### config.mk
export PLATFORM = sky130hd
export DESIGN_NAME = lock_ctrl_multi_flat
export DESIGN_NICKNAME = d
export VERILOG_FILES = /design/src/rtl/lock_pkg.sv /design/src/rtl/lock_ctrl_multi_if.sv /design/src/rtl/lock_ctrl_multi_tamper_filter.sv /design/src/rtl/lock_ctrl_multi.sv /design/src/flat_wrapper.sv
export SDC_FILE = /design/constraint.sdc
export NUM_CORES = 1
export LEC_CHECK = 0
export ABC_CLOCK_PERIOD_IN_PS = 3480
export BUFFER_PORTS_ARGS = -buffer_cell sky130_fd_sc_hd__buf_4
export CAP_MARGIN = 20
export CORE_ASPECT_RATIO = 0.5
export CORE_MARGIN = 2
export CORE_UTILIZATION = 45
export CTS_CLUSTER_SIZE = 28
export DETAILED_ROUTE_END_ITERATION = 10
export PLACE_DENSITY = 0.73
export SYNTH_ARGS = -nofsm -noshare
export SYNTH_HDL_FRONTEND = slang
export SYNTH_HIERARCHICAL = 1
export SYNTH_SLANG_ARGS = --single-unit
### constraint.sdc
create_clock -name clk -period 3.48 [get_ports clk]
set_input_delay 0.696 -clock clk [delete_from_list [all_inputs] [get_ports clk]]
set_output_delay 0.696 -clock clk [all_outputs]
set_load 0.01 [all_outputs]
### src/rtl/lock_pkg.sv
// Shared types and helpers for the keypad lock controller.
package lock_pkg;

    // Controller states.
    typedef enum logic [2:0] {
        IDLE,
        ENTRY,
        CHECK,
        OPEN,
        FAIL,
        LOCKOUT
    } state_t;

    // Non-digit key codes with a meaning; every other non-digit code is ignored.
    localparam logic [3:0] KEY_CLEAR = 4'hA;
    localparam logic [3:0] KEY_ENTER = 4'hF;

    // Bits needed to index 'value' distinct items (never less than one bit).
    function automatic int clog2w(input int value);
        int w;
        w = 1;
        while ((1 << w) < value) begin
            w = w + 1;
        end
        return w;
    endfunction

    // Keys 0x0..0x9 are code digits.
    function automatic logic is_digit(input logic [3:0] code);
        return (code <= 4'd9);
    endfunction

endpackage

### src/rtl/lock_ctrl_multi_if.sv
// Keypad / status bundle between the keypad scanner side and the lock controller.
interface lock_ctrl_multi_if #(
    parameter int DIGITS = 4,
    parameter int NPROF  = 4
) ();
    localparam int PSEL_W = lock_pkg::clog2w(NPROF);
    localparam int CNT_W  = lock_pkg::clog2w(DIGITS) + 1;
    localparam int CODE_W = 4 * DIGITS;

    logic              key_valid;
    logic [3:0]        key_code;
    logic              add_profile;
    logic [PSEL_W-1:0] prof_sel;
    logic              tamper_in;
    logic              valid;
    logic              fail_pulse;
    logic              enrolled;
    logic              lockout;
    logic              locked;
    logic [CNT_W-1:0]  digit_cnt;
    logic [CODE_W-1:0] entry_disp;

    // Scanner / board side: drives keys and tamper, observes status.
    modport master (
        output key_valid, key_code, add_profile, prof_sel, tamper_in,
        input  valid, fail_pulse, enrolled, lockout, locked, digit_cnt, entry_disp
    );

    // Lock controller side.
    modport slave (
        input  key_valid, key_code, add_profile, prof_sel, tamper_in,
        output valid, fail_pulse, enrolled, lockout, locked, digit_cnt, entry_disp
    );
endinterface

### src/rtl/lock_ctrl_multi_tamper_filter.sv
// Run-length filter on the raw tamper input with a sticky latch.
module tamper_filter
    import lock_pkg::*;
#(
    parameter int TAMPER_LEN = 16
) (
    input  logic clk,
    input  logic rst,
    input  logic tamper_in,
    output logic locked,
    output logic locked_next
);
    localparam int RUN_W = clog2w(TAMPER_LEN + 1);
    localparam logic [RUN_W-1:0] RUN_MAX = RUN_W'(TAMPER_LEN);

    logic [RUN_W-1:0] run_q, run_d;
    logic             locked_q, locked_d;

    // Count consecutive high samples, saturating; latch once the run is long enough.
    always_comb begin
        run_d = '0;
        if (tamper_in) begin
            run_d = (run_q == RUN_MAX) ? run_q : run_q + RUN_W'(1);
        end
        locked_d = locked_q | (run_d == RUN_MAX);
    end

    // Filter registers.
    always_ff @(posedge clk) begin
        if (!rst) begin
            run_q    <= '0;
            locked_q <= 1'b0;
        end else begin
            run_q    <= run_d;
            locked_q <= locked_d;
        end
    end

    assign locked      = locked_q;
    // Lets the controller see a latch happening on the same edge as its decision.
    assign locked_next = locked_d;
endmodule

### src/rtl/lock_ctrl_multi.sv
// Keypad lock controller: code entry, profile check/enroll, fail lockout, tamper.
module lock_ctrl_multi
    import lock_pkg::*;
#(
    parameter int DIGITS      = 4,
    parameter int NPROF       = 4,
    parameter int MAX_FAIL    = 3,
    parameter int LOCKOUT_CYC = 1024,
    parameter int OPEN_CYC    = 256,
    parameter int TIMEOUT_CYC = 4096,
    parameter int TAMPER_LEN  = 16
) (
    input logic               clk,
    input logic               rst,
    lock_ctrl_multi_if.slave  bus
);
    localparam int CODE_W  = 4 * DIGITS;
    localparam int CNT_W   = clog2w(DIGITS) + 1;
    localparam int PSEL_W  = clog2w(NPROF);
    localparam int FAIL_W  = clog2w(MAX_FAIL + 1);
    localparam int TMR_MAX = (LOCKOUT_CYC > OPEN_CYC)
                           ? ((LOCKOUT_CYC > TIMEOUT_CYC) ? LOCKOUT_CYC : TIMEOUT_CYC)
                           : ((OPEN_CYC > TIMEOUT_CYC) ? OPEN_CYC : TIMEOUT_CYC);
    localparam int TMR_W   = clog2w(TMR_MAX);

    localparam logic [CNT_W-1:0]  FULL_CNT     = CNT_W'(DIGITS);
    localparam logic [TMR_W-1:0]  OPEN_LAST    = TMR_W'(OPEN_CYC - 1);
    localparam logic [TMR_W-1:0]  LOCK_LAST    = TMR_W'(LOCKOUT_CYC - 1);
    localparam logic [TMR_W-1:0]  TIMEOUT_LAST = TMR_W'(TIMEOUT_CYC - 1);
    localparam logic [FAIL_W-1:0] FAIL_SAT     = FAIL_W'(MAX_FAIL);

    state_t            state_q, state_d;
    logic [CODE_W-1:0] entry_q, entry_d;
    logic [CNT_W-1:0]  cnt_q, cnt_d;
    logic [TMR_W-1:0]  tmr_q, tmr_d;
    logic [FAIL_W-1:0] fail_cnt_q, fail_cnt_d;
    logic              add_q, add_d;
    logic [PSEL_W-1:0] sel_q, sel_d;
    logic              valid_q, valid_d;
    logic              fail_pulse_q, fail_pulse_d;
    logic              enrolled_q, enrolled_d;
    logic              lockout_q, lockout_d;

    logic              tamper_locked;
    logic              tamper_locked_next;
    logic [CODE_W-1:0] prof_rd [NPROF];
    logic              chk_short;
    logic              chk_match;
    logic              prof_we;

    tamper_filter #(
        .TAMPER_LEN (TAMPER_LEN)
    ) u_tamper (
        .clk         (clk),
        .rst         (rst),
        .tamper_in   (bus.tamper_in),
        .locked      (tamper_locked),
        .locked_next (tamper_locked_next)
    );

    // CHECK decision inputs; a tamper latching this very edge already counts.
    assign chk_short = (cnt_q < FULL_CNT);
    assign chk_match = (entry_q == prof_rd[sel_q]);
    assign prof_we   = (state_q == CHECK) && add_q && !chk_short && !tamper_locked_next;

    // Profile slots: reset to the all-zero default code, written only by enrollment.
    for (genvar gi = 0; gi < NPROF; gi++) begin : g_slot
        logic [CODE_W-1:0] slot_q, slot_d;

        // Select the new code when this slot is the enrollment target.
        always_comb begin
            slot_d = slot_q;
            if (prof_we && (sel_q == PSEL_W'(gi))) begin
                slot_d = entry_q;
            end
        end

        // Slot storage.
        always_ff @(posedge clk) begin
            if (!rst) begin
                slot_q <= '0;
            end else begin
                slot_q <= slot_d;
            end
        end

        assign prof_rd[gi] = slot_q;
    end

    // Next-state and next-output logic; outputs are registered alongside the state.
    always_comb begin
        state_d      = state_q;
        entry_d      = entry_q;
        cnt_d        = cnt_q;
        tmr_d        = tmr_q;
        fail_cnt_d   = fail_cnt_q;
        add_d        = add_q;
        sel_d        = sel_q;
        valid_d      = 1'b0;
        fail_pulse_d = 1'b0;
        enrolled_d   = 1'b0;
        lockout_d    = 1'b0;

        case (state_q)
            IDLE: begin
                if (bus.key_valid && is_digit(bus.key_code)) begin
                    state_d = ENTRY;
                    entry_d = CODE_W'(bus.key_code);
                    cnt_d   = CNT_W'(1);
                    tmr_d   = '0;
                end
            end

            ENTRY: begin
                if (bus.key_valid) begin
                    // Any key restarts the inactivity timer, and wins over expiry.
                    tmr_d = '0;
                    if (is_digit(bus.key_code)) begin
                        if (cnt_q < FULL_CNT) begin
                            entry_d = {entry_q[CODE_W-5:0], bus.key_code};
                            cnt_d   = cnt_q + CNT_W'(1);
                        end
                    end else if (bus.key_code == KEY_CLEAR) begin
                        state_d = IDLE;
                        entry_d = '0;
                        cnt_d   = '0;
                    end else if (bus.key_code == KEY_ENTER) begin
                        state_d = CHECK;
                        add_d   = bus.add_profile;
                        sel_d   = bus.prof_sel;
                    end
                end else if (tmr_q == TIMEOUT_LAST) begin
                    state_d = IDLE;
                    entry_d = '0;
                    cnt_d   = '0;
                    tmr_d   = '0;
                end else begin
                    tmr_d = tmr_q + TMR_W'(1);
                end
            end

            CHECK: begin
                entry_d = '0;
                cnt_d   = '0;
                tmr_d   = '0;
                if (chk_short || tamper_locked_next) begin
                    state_d      = FAIL;
                    fail_pulse_d = 1'b1;
                end else if (add_q) begin
                    state_d    = IDLE;
                    enrolled_d = 1'b1;
                end else if (chk_match) begin
                    state_d    = OPEN;
                    valid_d    = 1'b1;
                    fail_cnt_d = '0;
                end else begin
                    state_d      = FAIL;
                    fail_pulse_d = 1'b1;
                end
            end

            OPEN: begin
                if (tamper_locked || (tmr_q == OPEN_LAST)) begin
                    state_d = IDLE;
                    tmr_d   = '0;
                end else begin
                    valid_d = 1'b1;
                    tmr_d   = tmr_q + TMR_W'(1);
                end
            end

            FAIL: begin
                tmr_d = '0;
                if (int'(fail_cnt_q) + 1 >= MAX_FAIL) begin
                    state_d    = LOCKOUT;
                    fail_cnt_d = FAIL_SAT;
                    lockout_d  = 1'b1;
                end else begin
                    state_d    = IDLE;
                    fail_cnt_d = fail_cnt_q + FAIL_W'(1);
                end
            end

            LOCKOUT: begin
                if (tmr_q == LOCK_LAST) begin
                    state_d    = IDLE;
                    fail_cnt_d = '0;
                    tmr_d      = '0;
                end else begin
                    lockout_d = 1'b1;
                    tmr_d     = tmr_q + TMR_W'(1);
                end
            end

            default: begin
                state_d = IDLE;
                entry_d = '0;
                cnt_d   = '0;
                tmr_d   = '0;
            end
        endcase
    end

    // Controller state, timers and registered outputs.
    always_ff @(posedge clk) begin
        if (!rst) begin
            state_q      <= IDLE;
            entry_q      <= '0;
            cnt_q        <= '0;
            tmr_q        <= '0;
            fail_cnt_q   <= '0;
            add_q        <= 1'b0;
            sel_q        <= '0;
            valid_q      <= 1'b0;
            fail_pulse_q <= 1'b0;
            enrolled_q   <= 1'b0;
            lockout_q    <= 1'b0;
        end else begin
            state_q      <= state_d;
            entry_q      <= entry_d;
            cnt_q        <= cnt_d;
            tmr_q        <= tmr_d;
            fail_cnt_q   <= fail_cnt_d;
            add_q        <= add_d;
            sel_q        <= sel_d;
            valid_q      <= valid_d;
            fail_pulse_q <= fail_pulse_d;
            enrolled_q   <= enrolled_d;
            lockout_q    <= lockout_d;
        end
    end

    assign bus.valid      = valid_q;
    assign bus.fail_pulse = fail_pulse_q;
    assign bus.enrolled   = enrolled_q;
    assign bus.lockout    = lockout_q;
    assign bus.locked     = tamper_locked;
    // The entry is only shown while it is being typed.
    assign bus.digit_cnt  = (state_q == ENTRY) ? cnt_q : '0;
    assign bus.entry_disp = (state_q == ENTRY) ? entry_q : '0;
endmodule

### src/flat_wrapper.sv
// flat-port wrapper written by rule: the top's interface ports become plain ports
module lock_ctrl_multi_flat import lock_pkg::*;
#(
    parameter int DIGITS      = 4,
    parameter int NPROF       = 4,
    parameter int MAX_FAIL    = 3,
    parameter int LOCKOUT_CYC = 1024,
    parameter int OPEN_CYC    = 256,
    parameter int TIMEOUT_CYC = 4096,
    parameter int TAMPER_LEN  = 16
)
  (clk, rst, bus_key_valid, bus_key_code, bus_add_profile, bus_prof_sel, bus_tamper_in, bus_valid, bus_fail_pulse, bus_enrolled, bus_lockout, bus_locked, bus_digit_cnt, bus_entry_disp);
  lock_ctrl_multi_if #(.DIGITS(DIGITS), .NPROF(NPROF)) bus_i ();
  input logic clk;
  input logic rst;
  input wire logic [$bits(bus_i.key_valid)-1:0] bus_key_valid;
  input wire logic [$bits(bus_i.key_code)-1:0] bus_key_code;
  input wire logic [$bits(bus_i.add_profile)-1:0] bus_add_profile;
  input wire logic [$bits(bus_i.prof_sel)-1:0] bus_prof_sel;
  input wire logic [$bits(bus_i.tamper_in)-1:0] bus_tamper_in;
  output wire logic [$bits(bus_i.valid)-1:0] bus_valid;
  output wire logic [$bits(bus_i.fail_pulse)-1:0] bus_fail_pulse;
  output wire logic [$bits(bus_i.enrolled)-1:0] bus_enrolled;
  output wire logic [$bits(bus_i.lockout)-1:0] bus_lockout;
  output wire logic [$bits(bus_i.locked)-1:0] bus_locked;
  output wire logic [$bits(bus_i.digit_cnt)-1:0] bus_digit_cnt;
  output wire logic [$bits(bus_i.entry_disp)-1:0] bus_entry_disp;
  assign bus_i.key_valid = bus_key_valid;
  assign bus_i.key_code = bus_key_code;
  assign bus_i.add_profile = bus_add_profile;
  assign bus_i.prof_sel = bus_prof_sel;
  assign bus_i.tamper_in = bus_tamper_in;
  assign bus_valid = bus_i.valid;
  assign bus_fail_pulse = bus_i.fail_pulse;
  assign bus_enrolled = bus_i.enrolled;
  assign bus_lockout = bus_i.lockout;
  assign bus_locked = bus_i.locked;
  assign bus_digit_cnt = bus_i.digit_cnt;
  assign bus_entry_disp = bus_i.entry_disp;
  lock_ctrl_multi #(.DIGITS(DIGITS), .NPROF(NPROF), .MAX_FAIL(MAX_FAIL), .LOCKOUT_CYC(LOCKOUT_CYC), .OPEN_CYC(OPEN_CYC), .TIMEOUT_CYC(TIMEOUT_CYC), .TAMPER_LEN(TAMPER_LEN)) u_core (.clk(clk), .rst(rst), .bus(bus_i));
endmodule
==> flow_metrics.tcl <==
set metrics [dict create \
    status "finished, final reports clean" \
    fin_util_pct 54.0 \
    drt_iter0_drc 363 \
    final_hold_viol_count 0 \
    htree_num_levels 4 \
    placeableCoreArea_um2 11800 \
    area_delta_synth_final_pct 16.9 \
    design.die.area_um2 13100 \
    synthCells 650 \
    arrival_ns 3.18 \
    drive_gt1_share_pct 16.1 \
    cap_viol_max_count 0 \
    synth_cell_types 63 \
    drt_wl_total_mm 13.0 \
    min_period_ns 2.90 \
    die_y_um 82.0 \
    rsz0062_at_grt "false" \
    grt_usage_pct 20.7 \
    syn_area_um2 5470 \
    drc 0 \
    fmax_ghz 0.345 \
    critical_path_required_ns 3.76 \
    cts_resized 0 \
    met2_usage_pct 35.8 \
    ys_seq_elements 113 \
    grt_pass1_wl_mm 21.2 \
    die_x_um 160 \
    synth_nets 665 \
    finClkSkew_ns 0.0104 \
    yosys-top-cells-area "dfxtp_1 (41%), nand2_1 (9.7%), a21oi_1 (7.5%)" \
    rr_worst_depth 11 \
    powerDensity_nw_per_um2 551 \
    antenna_cells 0 \
    clkTransAtPathRegs_ns 0.06 \
    r2r_start "u_core/u_tamper/run_q[0]$_SDFF_PN0_" \
    antenna_found_initial 0 \
    critPathLaunchType "register" \
    hp-class "register to register" \
    routabilityCongestion 0.831 \
    nNetsFinal 681 \
    cp_top_family "simple AND/OR/NAND/NOR gates" \
    post_cts_buffers 0 \
    start_util_pct 46.2 \
    synth_seq_area_share_pct 41.3 \
    worstSetupEndpointType "register" \
    holdCritStartpoint "u_core/g_slot[3].slot_q[1]$_SDFFE_PN0P_" \
    setup_viol 0 \
    drv_slew 0 \
    cp_slowest_stage_delay_ns 0.63 \
    min_period_over_period_pct 83.4 \
    grt_max_degree 94 \
    io_pins 35 \
    leakage_nw 2.28 \
    synth_edf_count 0 \
    viasPerCell 5.40 \
    postCtsHoldBufs 0 \
    insertion_delay_ns 0.42 \
    top_usage_layer "met2" \
    hold_end "u_core/g_slot[3].slot_q[1]$_SDFFE_PN0P_" \
    tns_ns 0 \
    clockBufferDepth 2 \
    reg2reg_to "u_core/g_slot[0].slot_q[3]$_SDFFE_PN0P_" \
    hold_depth 2 \
    grt_use_met1_pct 25.7 \
    synth_area_per_cell_um2 8.42 \
    tightest_slew_ns 0.754 \
    clockRootBuffer "clkbuf_16" \
    cts_inserted_buffers 17 \
    yosys.area.top_type_share_pct 41.3 \
    grt_pass1_vias 4266 \
    async_reset_ff_share_pct 0 \
    hpwl_mm 8.22 \
    vias 4560 \
    drtPass1Iterations 6 \
    wl_per_cell_um 15.4 \
    worstSetupPathType "register to register" \
    cp_max_fo 16 \
    ir_worst_vdd_v 0.000386 \
    critPathSlowestCell "or3_1" \
    r2r_slack_ns 0.58 \
    yosysTopAreaCell "dfxtp_1" \
    cts_tree "built" \
    yosys_warnings 6 \
    grtUsageMet3_pct 5.20 \
    max-slew-margin-rel_pct 49.3 \
    clock_sinks 113 \
    critPathBufInv 1 \
    path_cells "inv_1, ha_1, and4bb_2, and2_4, nor4_2, nor2_1, and2b_1, nand3_1, or3_1, nand2_1, a21oi_1" \
    ant_nets 0 \
    io_buffers 34 \
    grt_overflow_total 0 \
    yosysMostFrequentCell "nand2_1" \
    dominantRegCellSynth "dfxtp_1" \
    synthTopCellsByCount "nand2_1 (142), dfxtp_1 (113), a21oi_1 (82)" \
    rows 28 \
]
worst max-delay path by stage:
stage	end	startpoint	cells past startpoint	slack (ns)
floorplan	u_core/g_slot[1].slot_q[10]$_SDFFE_PN0P_	u_core/u_tamper/run_q[0]$_SDFF_PN0_	14	0.71
global placement	u_core/g_slot[0].slot_q[11]$_SDFFE_PN0P_	u_core/u_tamper/run_q[0]$_SDFF_PN0_	11	0.68
detailed placement	u_core/g_slot[0].slot_q[8]$_SDFFE_PN0P_	u_core/u_tamper/run_q[0]$_SDFF_PN0_	11	0.58
CTS	u_core/g_slot[0].slot_q[3]$_SDFFE_PN0P_	u_core/u_tamper/run_q[0]$_SDFF_PN0_	11	0.57
global route	u_core/g_slot[0].slot_q[1]$_SDFFE_PN0P_	u_core/u_tamper/run_q[0]$_SDFF_PN0_	11	0.32
finish	u_core/g_slot[0].slot_q[3]$_SDFFE_PN0P_	u_core/u_tamper/run_q[0]$_SDFF_PN0_	11	0.58
logic make-up after synthesis:
group | after synthesis | share of synthesized area (%)
muxes | 32 | 9.79
xor gates and xnor gates | 28 | 4.62
AOI/OAI and AO/OA | 117 | 12.8
buffers and inverters | 65 | 5.44
DFF | 113 | 41.3
and+or+nand+nor | 290 | 24.9
adders and majority gates | 5 | 1.10
sequential cells by signal, indices dropped and copies added (netlist names):
| register | count |
|---|---|
| u_core/bus.valid | 1 |
| u_core/u_tamper/run_q | 5 |
| u_core/tmr_q | 12 |
| u_core/sel_q | 2 |
| u_core/state_q | 3 |
| u_core/g_slot.slot_q | 64 |
| u_core/fail_cnt_q | 2 |
| u_core/entry_q | 16 |
| u_core/bus.fail_pulse | 1 |
| u_core/cnt_q | 3 |
| u_core/add_q | 1 |
| u_core/u_tamper/locked | 1 |
| u_core/bus.enrolled | 1 |
| u_core/bus.lockout | 1 |
layout by cell type, fill, tap and decap left out, types with 7 or more instances in the layout:
| master | count |
|---|---|
| a21oi_1 | 82 |
| and2_1 | 10 |
| and3_1 | 7 |
| buf_4 | 46 |
| clkbuf_16 | 17 |
| dfxtp_1 | 113 |
| inv_1 | 14 |
| mux2i_1 | 16 |
| mux4_2 | 12 |
| nand2_1 | 142 |
| nand3_1 | 12 |
| nor2_1 | 55 |
| nor3_1 | 14 |
| or3_1 | 8 |
| xnor2_1 | 19 |
| xor2_1 | 8 |
metal layers:
metal / share of wire [%] / routed length [um] / vias to the layer above
li1: - / - / 2239
met3: 5.3 / 690 / 29
met2: 48 / 6260 / 140
met5: 0 / 0 / -
met1: 45 / 5810 / 2152
met4: 1.9 / 242 / 0
layout make-up:
class / instances / area, um2
Tap cell: 165 / 206
Timing Repair Buffer: 47 / 365
Clock inverter: 12 / 134
Clock buffer: 20 / 457
Sequential cell: 113 / 2260
Inverter: 15 / 56.3
Fill cell: 1049 / 5440
Multi-Input combinational cell: 472 / 2920
power breakdown:
group	total, mW	switching [mW]	internal (mW)	leakage, nW
clock network	1.71	0.621	1.09	0.275
logic	0.430	0.271	0.159	1.09
registers	1.39	0.0614	1.32	0.911
total	3.53	0.953	2.57	2.28
stage by stage:
step           hold WS [ns]  cells  power [mW]  area [um2]  setup slack, ns
6_report              0.451    844        3.53        6400            0.579
5_1_grt               0.474    844        3.66        6400            0.320
4_1_cts               0.451    844        3.54        6400            0.569
3_5_place_dp          0.443    812        1.83        5810            0.582
3_3_place_gp          0.438    812        1.82        5810            0.683
2_1_floorplan         0.432    650        1.73        5470            0.708
worst min-delay path, stage by stage (launching register included):
cell and delay [ns]:
dfxtp_1 0.30, nand2_1 0.05, a21oi_1 0.05
Note: power is estimated with default switching activity, not from simulation.
